==> src/rtl/xs3_serial_adder.sv <==
// Digit-serial Excess-3 adder, LS digit first, decimal carry held between beats; 1-cycle latency.
// Output register stalls when out_ready=0, which drops in_ready; pop and push may share an edge.
module xs3_serial_adder #(
  parameter int MAX_DIGITS = 4,
  parameter int CNT_W      = 3
) (
  input  logic             clk,
  input  logic             rst,
  input  logic             in_valid,
  output logic             in_ready,
  input  logic [3:0]       a_xs3,
  input  logic [3:0]       b_xs3,
  input  logic             in_last,
  output logic             out_valid,
  input  logic             out_ready,
  output logic [3:0]       sum_xs3,
  output logic             out_last,
  output logic             carry_out,
  output logic             err,
  output logic [CNT_W-1:0] digit_idx
);

  typedef enum logic {IDLE, RUN} state_t;

  state_t           state;
  logic             carry;
  logic             sticky;
  logic [CNT_W-1:0] cnt;

  logic       xfer;
  logic       carry_in;
  logic       c_next;
  logic       dig_err;
  logic       ovf;
  logic [4:0] s5;
  logic [3:0] digit;

  assign in_ready = !out_valid || out_ready;
  assign xfer     = in_valid && in_ready;

  // The first digit of an operation never inherits a carry, even if one is left in the register.
  assign carry_in = (state == RUN) && carry;
  assign s5       = {1'b0, a_xs3} + {1'b0, b_xs3} + {4'd0, carry_in};
  assign c_next   = s5[4];
  assign digit    = c_next ? (s5[3:0] + 4'd3) : (s5[3:0] + 4'd13);

  assign dig_err  = (a_xs3 < 4'd3) || (a_xs3 > 4'd12) ||
                    (b_xs3 < 4'd3) || (b_xs3 > 4'd12);
  assign ovf      = !in_last && (cnt == CNT_W'(MAX_DIGITS - 1));

  always_ff @(posedge clk or posedge rst) begin
    if (rst) begin
      out_valid <= 1'b0;
      sum_xs3   <= 4'b0000;
      out_last  <= 1'b0;
      carry_out <= 1'b0;
      err       <= 1'b0;
      digit_idx <= '0;
      carry     <= 1'b0;
      sticky    <= 1'b0;
      cnt       <= '0;
      state     <= IDLE;
    end else if (xfer) begin
      out_valid <= 1'b1;
      sum_xs3   <= digit;
      digit_idx <= cnt;
      out_last  <= in_last;
      carry_out <= in_last && c_next;
      err       <= in_last && (sticky || dig_err);
      if (in_last) begin
        carry  <= 1'b0;
        sticky <= 1'b0;
        cnt    <= '0;
        state  <= IDLE;
      end else begin
        // Overlong operands keep accumulating digits at the last index, flagged as an error.
        carry  <= c_next;
        sticky <= sticky || dig_err || ovf;
        cnt    <= ovf ? cnt : cnt + 1'b1;
        state  <= RUN;
      end
    end else if (out_ready) begin
      out_valid <= 1'b0;
    end
  end

endmodule

==> config.mk <==
export PLATFORM = sky130hd
export DESIGN_NAME = xs3_serial_adder
export DESIGN_NICKNAME = d
export VERILOG_FILES = /design/src/rtl/xs3_serial_adder.sv
export SDC_FILE = /design/constraint.sdc
export NUM_CORES = 1
export LEC_CHECK = 0
export CAP_MARGIN = 20
export CORE_AREA = 10 10 48 87
export CTS_CLUSTER_DIAMETER = 80
export DETAILED_ROUTE_END_ITERATION = 8
export DIE_AREA = 0 0 58 97
export PLACE_DENSITY_LB_ADDON = 0.08
export SYNTH_ARGS = -nofsm -noshare
export SYNTH_HDL_FRONTEND = slang
export SYNTH_SLANG_ARGS = --single-unit
==> constraint.sdc <==
create_clock -name clk -period 2.4 [get_ports clk]
set_input_delay 0.24 -clock clk [delete_from_list [all_inputs] [get_ports clk]]
set_output_delay 0.24 -clock clk [all_outputs]
set_load 0.005 [all_outputs]
==> metrics.yaml, run 1 <==
logic_synthesis:
  yosys.area.top_type: "dfrtp_1"
  async_flop_share_pct: 100
  yosys-top-cells-count: "nand2_1 (26), dfrtp_1 (17), inv_1 (12)"
  synth-edff-count: 0
  synth_fa_ha_area_share_pct: 13.6
  yosysWarnings: 0
  synth_top_family_by_area: "simple AND/OR/NAND/NOR gates"
  synth-simple-area-share_pct: 21.4
  netlist_area_um2: 1080
  ys_types: 34
  muxShareOfSynthArea_pct: 0
  dominantRegCellSynth: "dfrtp_1"
  syn_avg_cell_area_um2: 9.26
  yosysMostFrequentCell: "nand2_1"
  ys_ff_latch: 17
  netlist_instances: 117
  yosys-top-cells-area: "dfrtp_1 (39%), nand2_1 (9.0%), ha_1 (8.1%)"
  synth-compound-area-share_pct: 16.7
  yosysSeqAreaShare_pct: 39.3
  synthXorXnorAreaFrac_pct: 2.42
  synth_nets: 140
  synth_top_area_share_pct: 39.3
route:
  vias: 982
  routed_via_density: 5.11
  drc: 0
  drtIter0Drc: 15
  drt_wl_total_mm: 2.95
  wl_per_cell_um: 15.3
  ant_nets: 0
  drt-pass1-iter-count: 4
job:
  drv_cap: 0
power:
  power_frac_clock_pct: 20.4
  powerDensity_nw_per_um2: 657
  peakVddDrop_mv: 0.287
  p_leak_nw: 0.753
  intPower_mw: 0.719
  p_switching_mw: 0.333
  p_total_mw: 1.05
  seq_power_share_pct: 36.6
  power_frac_comb_pct: 42.9
  p_sw_share_pct: 31.6
cells_and_area:
  top_regs: "sum_xs3: 4 flops, cnt: 3 flops, digit_idx: 3 flops"
  layout-drive-gt1-share_pct: 25.2
  final_cells: 192
  finish.utilization_pct: 57.8
  fin_area_um2: 1600
  seq_area_um2: 425
  fillers: 269
  n_antenna_cell: 0
  area_growth_syn_to_layout_pct: 47.8
  layout.nets: 187
  multi_input_area_um2: 651
  largest_reg_flops: 4
  largest-register: "sum_xs3"
clocking:
  clk_path_buf_depth: 2
  h-tree-depth: 1
  clkTransAtPathRegs_ns: 0.07
  clk_root_buffer_cell: "clkbuf_8"
  cts_made_buffers: 3
  ctsHoldBuffers: 0
  tritoncts: "done"
  clock_latency_ns: 0.25
  clock-sinks: 17
placed_design:
  post-dp-hpwl_mm: 2.41
  post_dp_cell_area_um2: 1490
  dp_cells: 182
  io_buffer_count: 24
  place_congestion: 0.804
worst_setup_path:
  crit_type: "reg -> reg"
  path_buf_inv: 0
  path_max_fanout: 4
  cp_cell_sequence: "nand2_2 -> fa_2 -> fa_2 -> xnor2_2 -> ha_4 -> a21o_1 -> a31oi_4 -> nor4_2 -> a31oi_1 -> nand3_1"
  startpoint_type: "flop"
  cp_slowest_cell: "fa_2"
  critical_path.most_common_cell: "fa_2"
  cp-end-kind: "flop"
  worstPathArrival_ns: 2.66
  worst_path_largest_cell_delay_ns: 0.44
  cp_data_required_time_ns: 2.53
  path_delay_family: "adder cells"
sta:
  fmax_mhz: 395
  finalCritPeriodShare_pct: 105
  slew_violations: 0
  timing.final.crit_period_ns: 2.53
  final.setup_skew_ns: 0.00114
  layout_setup_ws_ns: -0.129
  tightestPinTransition_ns: 0.631
  rsz0062_at_grt: "true"
  maxSlewHeadroom_pct: 57.9
  finalSetupViolCount: 1
  finalHoldViolations: 0
  timing.hold.ws_ns: 0.376
global_route:
  grt_pass1_vias: 1082
  antenna_found_initial: 0
  grt_pass1_wl_mm: 4.82
  grt_util_all_layers_pct: 11.0
  grt_max_degree: 24
  overflow: 0
die:
  die_x_um: 58
  fp.coreArea_um2: 2770
  fp-row-count: 27
  fp.dieH_um: 97
  initial_core_util_pct: 39.1
  io_pins: 25
  die_area_um2: 5630
min_path:
  hold_path.class: "in -> async"
outcome:
  violations: "negative setup slack"
  status: "finished, violations left"
==> worst paths after layout <==
kind / startpoint / end / slack, ns / cells past startpoint
worst max-delay path: state / sum_xs3[3] / -0.13 / 10
worst min-delay path: rst / sticky / 0.38 / 2
worst max register to register: state / sum_xs3[3] / -0.13 / 10
worst min register to register: sum_xs3[1] / sum_xs3[1] / 0.47 / 2
max in group asynchronous: rst / sum_xs3[1] / 1.62 / 2
min in group clk: sum_xs3[1] / sum_xs3[1] / 0.47 / 2
==> worst register-to-register path, cell delays in order, from the launching register on <==
cell	delay, ns
dfrtp_1	0.36
nand2_2	0.07
fa_2	0.37
fa_2	0.44
xnor2_2	0.23
ha_4	0.24
a21o_1	0.18
a31oi_4	0.19
nor4_2	0.07
a31oi_1	0.17
nand3_1	0.09
==> layout by cell type, fill, tap and decap left out, types with 2 or more instances in the layout <==
cell,netlist,final
a21o_1,2,2
buf_4,0,20
clkbuf_8,0,3
clkdlybuf4s50_1,0,22
dfrtp_1,17,17
dlygate4sd2_1,0,2
fa_2,0,2
ha_1,7,6
inv_1,12,10
inv_2,0,2
nand2_1,26,25
nand3_1,2,2
nor2_1,3,3
nor3_1,2,2
nor4_1,4,3
o211ai_1,2,2
o21ai_1,10,9
o31ai_1,2,2
xnor2_2,0,2
==> power groups by stage <==
stage | clock [mW] | combinational (mW) | sequential (mW)
floorplan | 0 | 0.213 | 0.390
global placement | 0 | 0.395 | 0.389
detailed placement | 0 | 0.412 | 0.391
CTS | 0.218 | 0.436 | 0.387
global route | 0.225 | 0.501 | 0.393
finish | 0.215 | 0.451 | 0.385
==> per-layer routing <==
| layer | up-vias | global-route usage (%) | part of all wire (%) |
|---|---|---|---|
| li1 | 491 | - | - |
| met1 | 455 | 8.75 | 33 |
| met2 | 27 | 20.4 | 58 |
| met3 | 9 | 2.61 | 4.4 |
| met4 | 0 | 9.06 | 4.3 |
| met5 | - | 0 | 0 |
==> stage by stage <==
stage,worst slack [ns],setup TNS (ns)
2_1_floorplan,-0.0152,-0.0152
3_3_place_gp,-0.455,-0.975
3_5_place_dp,-0.578,-1.24
4_1_cts,-0.123,-0.123
5_1_grt,-0.264,-0.264
6_report,-0.129,-0.129
==> logic make-up after synthesis <==
logic type	count (synthesis)
xor gates and xnor gates	3
adders and majority gates	10
DFF	17
and+or+nand+nor	46
AOI/OAI and AO/OA	26
buffers and inverters	15
==> what timing repair did <==
action,CTS,global route
resized for setup,6,3
setup buffers,4,3
endpoints found under the hold margin,0,0
pin swaps,6,11
setup endpoints to repair,3,3
==> area by class of cell <==
class                   instances  share of cell area (%)
multi-input cells              85                    40.6
repair buffers                 45                    24.9
inverters                      12                    2.81
clock buffers                   4                    2.81
flip-flops and latches         17                    26.6
well taps                      29                    2.27
No activity file was read; power rests on OpenSTA's default activity.
==> run 2: changes to the inputs <==
Settings changed: GPL_TIMING_DRIVEN from default to 0.
==> metrics.yaml, run 2 (synthesized netlist as in run 1, its figures left out) <==
outcome:
  status: "finished, violations left"
  violations: "negative setup slack"
worst_setup_path:
  cp-end-kind: "flop"
  worstRegToRegCells: 11  # +1
  critical_path.most_common_cell: "fa_2"
  worstPathArrival_ns: 2.65  # about the same
  r2r_end: "sum_xs3[3]"
  crit_type: "reg -> reg"
  regToRegSetupSlack_ns: -0.12  # about the same
  cp_cell_sequence: "nand2_2 -> fa_2 -> fa_2 -> o21ai_2 -> a21oi_4 -> ha_4 -> a21o_1 -> a31oi_4 -> nor4_2 -> a31oi_1 -> nand3_1"
  startpoint_type: "flop"
  worst_path_largest_cell_delay_ns: 0.42  # -0.02 ns
  cp_slowest_cell: "fa_2"
  path_max_fanout: 4  # unchanged
  cp-endpoint: "sum_xs3[3]"
  cp_data_required_time_ns: 2.53  # about the same
  critical_path.startpoint: "state"
  reg2reg_from: "state"
job:
  drv_cap: 0  # unchanged
cells_and_area:
  mostFrequentLayoutCells: "nand2_1 (25), clkdlybuf4s50_1 (22), dfrtp_1 (17)"
  area_growth_syn_to_layout_pct: 39.5
  top_regs: "sum_xs3: 4 flops, cnt: 3 flops, digit_idx: 3 flops"
  fin_area_um2: 1510  # -5.6%
  layout-drive-gt1-share_pct: 18.5  # -6.6 points
  largest-register: "sum_xs3"
  fillers: 262  # -2.6%
  layout.nets: 175  # -6.4%
  mostFrequentLayoutCell: "nand2_1"
  largest_reg_flops: 4  # unchanged
  n_antenna_cell: 0  # unchanged
power:
  peakVddDrop_mv: 0.377  # +31%
  power_frac_clock_pct: 21.4  # +1.0 points
  p_total_mw: 1.00  # -4.5%
  power_frac_comb_pct: 40.3  # -2.6 points
  powerDensity_nw_per_um2: 664  # +1.2%
  p_switching_mw: 0.316  # -4.9%
  p_leak_nw: 0.689  # -8.6%
  seq_power_share_pct: 38.3  # +1.7 points
  intPower_mw: 0.688  # -4.3%
  p_sw_share_pct: 31.5  # -0.13 points
sta:
  fmax_mhz: 396  # +0.20%
  slew_violations: 0  # unchanged
  finalCritPeriodShare_pct: 105  # -0.21 points
  layout_setup_ws_ns: -0.124  # +0.00502 ns
  finalSetupViolCount: 1  # unchanged
  timing.final.crit_period_ns: 2.52  # -0.00502 ns
  final.setup_skew_ns: 0.00151  # +0.000369 ns
  tightestPinTransition_ns: 0.644  # +0.0132 ns
  rsz0062_at_grt: "true"
  finalHoldViolations: 0  # unchanged
  maxSlewHeadroom_pct: 57.0  # -0.88 points
placed_design:
  place_ws_ns: -0.674  # -0.0965 ns
  post_dp_cell_area_um2: 1400  # -5.8%
  place_congestion: 0.713  # -11%
  io_buffer_count: 24  # unchanged
  post-dp-hpwl_mm: 2.13  # -12%
clocking:
  cts_made_buffers: 3  # unchanged
  clk_root_buffer_cell: "clkbuf_8"
  ctsHoldBuffers: 0  # unchanged
  h-tree-depth: 1  # unchanged
  tritoncts: "done"
  clock-sinks: 17  # unchanged
  clk_path_buf_depth: 2  # unchanged
  clkTransAtPathRegs_ns: 0.07  # about the same
  clock_latency_ns: 0.25  # about the same
global_route:
  grt_pass1_wl_mm: 4.54  # -5.7%
  grt_max_degree: 18  # -25%
  overflow: 0  # unchanged
  antenna_found_initial: 0  # unchanged
  grt_pass1_vias: 1031  # -4.7%
  grt_util_all_layers_pct: 9.76  # -1.2 points
die:
  die_area_um2: 5630  # unchanged
  io_pins: 25  # unchanged
  fp.dieH_um: 97  # unchanged
  fp-row-count: 27  # unchanged
  die_x_um: 58  # unchanged
  fp.coreArea_um2: 2770  # unchanged
  initial_core_util_pct: 39.1  # unchanged
route:
  drt-pass1-iter-count: 5  # +1
  routed_via_density: 5.13  # +0.37%
  drt_wl_total_mm: 2.56  # -13%
  vias: 924  # -5.9%
  ant_nets: 0  # unchanged
  drtIter0Drc: 19  # +4
  drc: 0  # unchanged
  wl_per_cell_um: 14.2  # -7.3%
min_path:
  hold_path.class: "in -> async"
## run 2: layout make-up
class / count / area, µm² / share of cell area [%]
multi-input cells: 85 / 651 / 43.0
flip-flops and latches: 17 / 425 / 28.1
repair buffers: 30 / 283 / 18.7
clock buffers: 4 / 45.0 / 2.98
inverters: 12 / 45.0 / 2.98
well taps: 29 / 36.3 / 2.40
plain buffers: 3 / 26.3 / 1.74
## run 2: worst min-delay path by stage
stage / start / slack (ns) / cells after the start / end
after floorplan: rst / 0.17 / 1 / carry
after global placement: digit_idx[1] / 0.46 / 2 / digit_idx[1]
after detailed placement: digit_idx[1] / 0.46 / 2 / digit_idx[1]
after CTS: rst / 0.41 / 2 / out_last
after global routing: rst / 0.46 / 2 / err
final: rst / 0.38 / 2 / err
## run 2: per-layer routing
metal | track usage (%) | routed length, µm
met2 | 18.0 | 1380
met1 | 8.98 | 986
met3 | 1.96 | 116
met4 | 6.16 | 81
met5 | 0 | 0
## run 2: critical path, delay by kind of cell (launching register included)
kind                       cells  cell delay (ns)
AOI/OAI and AO/OA              5             0.80
and+or+nand+nor                3             0.22
adders and majority gates      3             1.01
DFF                            1             0.37
## run 2: per-stage QoR
step	TNS, ns	cells	hold slack, ns	util (%)
2_1_floorplan	-0.0152	117	0.166	-
3_3_place_gp	-1.11	170	0.457	50.5
3_5_place_dp	-1.22	170	0.462	50.5
4_1_cts	-0.222	179	0.409	54.3
5_1_grt	-0.234	180	0.460	54.6
6_report	-0.124	180	0.380	54.6
## run 2: repair_timing
action                                  in CTS  in global routing
setup buffers                                5                  1
gates resized for setup                      8                  1
endpoints found under the setup margin       2                  1
pin swaps                                    8                 10
## run 2: power groups by stage
stage	Combinational [mW]	Sequential, mW	Clock (mW)
4_1_cts	0.410	0.386	0.217
5_1_grt	0.458	0.393	0.227
6_report	0.405	0.384	0.215
2_1_floorplan	0.213	0.390	0
3_5_place_dp	0.381	0.391	0
3_3_place_gp	0.368	0.389	0
==> run 3: changes to the inputs <==
Settings changed: CORE_AREA 10 10 48 87 to 3 3 41 80, DIE_AREA 0 0 58 97 to 0 0 44 83, SLEW_MARGIN from default to 20.
==> metrics.yaml, run 3 (synthesized netlist as in run 1, its figures left out) <==
global_route:
  grt_pass1_vias: 958  # -7.1%
  grt_pass1_wl_mm: 4.11  # -9.6%
  overflow: 0  # unchanged
  grt_util_all_layers_pct: 14.9  # +5.1 points
  grt_max_degree: 18  # unchanged
  antenna_found_initial: 0  # unchanged
route:
  drc: 0  # unchanged
  routed_via_density: 5.19  # +1.0%
  ant_nets: 0  # unchanged
  drtIter0Drc: 15  # -4
  vias: 949  # +2.7%
  drt_wl_total_mm: 2.45  # -4.2%
  wl_per_cell_um: 13.4  # -5.7%
  drt-pass1-iter-count: 4  # -1
cells_and_area:
  largest_reg_flops: 4  # unchanged
  top_regs: "sum_xs3: 4 flops, cnt: 3 flops, digit_idx: 3 flops"
  mostFrequentLayoutCell: "nand2_1"
  area_growth_syn_to_layout_pct: 42.3
  layout.nets: 178  # +1.7%
  mostFrequentLayoutCells: "nand2_1 (25), clkdlybuf4s50_1 (22), dfrtp_1 (17)"
  layout-drive-gt1-share_pct: 20.1  # +1.6 points
  fillers: 258  # -1.5%
  final_cells: 183  # +1.7%
  fin_area_um2: 1540  # +2.0%
  seq_area_um2: 425  # unchanged
  largest-register: "sum_xs3"
  multi_input_area_um2: 658  # +1.2%
  n_antenna_cell: 0  # unchanged
worst_setup_path:
  crit_type: "reg -> reg"
  critical_path.most_common_cell: "fa_2"
  path_buf_inv: 0  # unchanged
  worstPathArrival_ns: 2.63  # -0.02 ns
  path_delay_family: "adder cells"
  cp_data_required_time_ns: 2.53  # about the same
  startpoint_type: "flop"
  path_max_fanout: 4  # unchanged
  cp-end-kind: "flop"
  cp.depth: 11  # unchanged
  cp_cell_sequence: "nand2_2 -> fa_2 -> fa_2 -> o21ai_4 -> a21oi_4 -> ha_4 -> a21o_1 -> a31oi_4 -> nor4_2 -> a31oi_1 -> nand3_1"
  worst_path_largest_cell_delay_ns: 0.44  # +0.02 ns
  worstRegToRegCells: 11  # unchanged
  cp_slowest_cell: "fa_2"
sta:
  rsz0062_at_grt: "true"
  layout_setup_ws_ns: -0.102  # +0.0225 ns
  finalSetupViolCount: 1  # unchanged
  finalHoldViolations: 0  # unchanged
  tightestPinTransition_ns: 0.646  # +0.00259 ns
  finalCritPeriodShare_pct: 104  # -0.94 points
  maxSlewHeadroom_pct: 56.9  # -0.17 points
  final.setup_skew_ns: 0.00253  # +0.00102 ns
  tns_ns: -0.102  # +0.0225 ns
  fmax_mhz: 400  # +0.90%
  slew_violations: 0  # unchanged
  timing.final.crit_period_ns: 2.50  # -0.0225 ns
clocking:
  clock-sinks: 17  # unchanged
  ctsHoldBuffers: 0  # unchanged
  h-tree-depth: 1  # unchanged
  tritoncts: "done"
  clkTransAtPathRegs_ns: 0.06  # about the same
  clk_path_buf_depth: 2  # unchanged
  clock_latency_ns: 0.25  # about the same
  cts_made_buffers: 3  # unchanged
  clk_root_buffer_cell: "clkbuf_8"
placed_design:
  post-dp-hpwl_mm: 1.98  # -7.1%
  dp_cells: 170  # unchanged
  post_dp_cell_area_um2: 1400  # unchanged
  io_buffer_count: 24  # unchanged
  place_congestion: 0.743  # +4.2%
power:
  powerDensity_nw_per_um2: 661  # -0.54%
  p_leak_nw: 0.705  # +2.4%
  peakVddDrop_mv: 0.302  # -20%
die:
  die_area_um2: 3650  # -35%
  fp-row-count: 27  # unchanged
  io_pins: 25  # unchanged
  initial_core_util_pct: 39.1  # unchanged
  die_x_um: 44  # -24%
  fp.coreArea_um2: 2770  # unchanged
  fp.dieH_um: 83  # -14%
job:
  drv_cap: 0  # unchanged
outcome:
  status: "finished, violations left"
  violations: "negative setup slack"
min_path:
  hold_path.class: "in -> async"
==> run 3: timing repair <==
action                                  CTS  global route
gates resized for setup                   7             3
pin swaps                                 8             8
endpoints found under the setup margin    2             1
gates cloned                              0             0
endpoints found under the hold margin     0             0
buffers inserted                          7             2
==> run 3: per-layer routing <==
layer  global-route usage [%]  part of all wire, %  vias up
met2                     28.1                   57       21
li1                         -                    -      475
met3                     1.74                  3.4        4
met4                     7.42                  2.3        0
met5                        0                    0        -
met1                     14.6                   37      449
==> run 3: layout make-up <==
class / instances / area share [%]
Sequential cell: 17 / 27.6
Clock buffer: 4 / 2.92
Inverter: 12 / 2.92
Buffer: 3 / 1.70
Multi-Input combinational cell: 85 / 42.7
Timing Repair Buffer: 33 / 19.8
Tap cell: 29 / 2.35
==> run 3: path summary, 6_finish.rpt <==
| check | startpoint | to | slack [ns] |
|---|---|---|---|
| worst min-delay path | rst | out_valid | 0.38 |
| worst min register to register | digit_idx[1] | digit_idx[1] | 0.47 |
| worst max-delay path | carry | sum_xs3[3] | -0.10 |
| min in group clk | digit_idx[1] | digit_idx[1] | 0.47 |
| max in group asynchronous | rst | sticky | 1.60 |
| worst max register to register | carry | sum_xs3[3] | -0.10 |
==> run 3: worst register-to-register path: stages, from the launching register on <==
cell and delay [ns]:
dfrtp_1 0.36, nand2_2 0.07, fa_2 0.36, fa_2 0.44
o21ai_4 0.16, a21oi_4 0.09, ha_4 0.23, a21o_1 0.18
a31oi_4 0.20, nor4_2 0.08, a31oi_1 0.14, nand3_1 0.08
==> run 3: per-stage QoR <==
| step | worst slack (ns) | utilization (%) | hold slack (ns) | power (mW) |
|---|---|---|---|---|
| after global placement | -0.622 | 50.5 | 0.457 | 0.753 |
| after detailed placement | -0.699 | 50.5 | 0.464 | 0.765 |
| final | -0.102 | 55.6 | 0.384 | 1.02 |
| after floorplan | -0.0152 | - | 0.166 | 0.603 |
| after global routing | -0.197 | 55.6 | 0.457 | 1.09 |
| after CTS | -0.190 | 54.6 | 0.407 | 1.02 |
==> run 3: power by group <==
group / leakage [nW] / total [mW] / internal (mW) / switching (mW)
combinational: 0.467 / 0.426 / 0.240 / 0.185
clock: 0.0228 / 0.207 / 0.117 / 0.0897
sequential: 0.215 / 0.386 / 0.347 / 0.0384
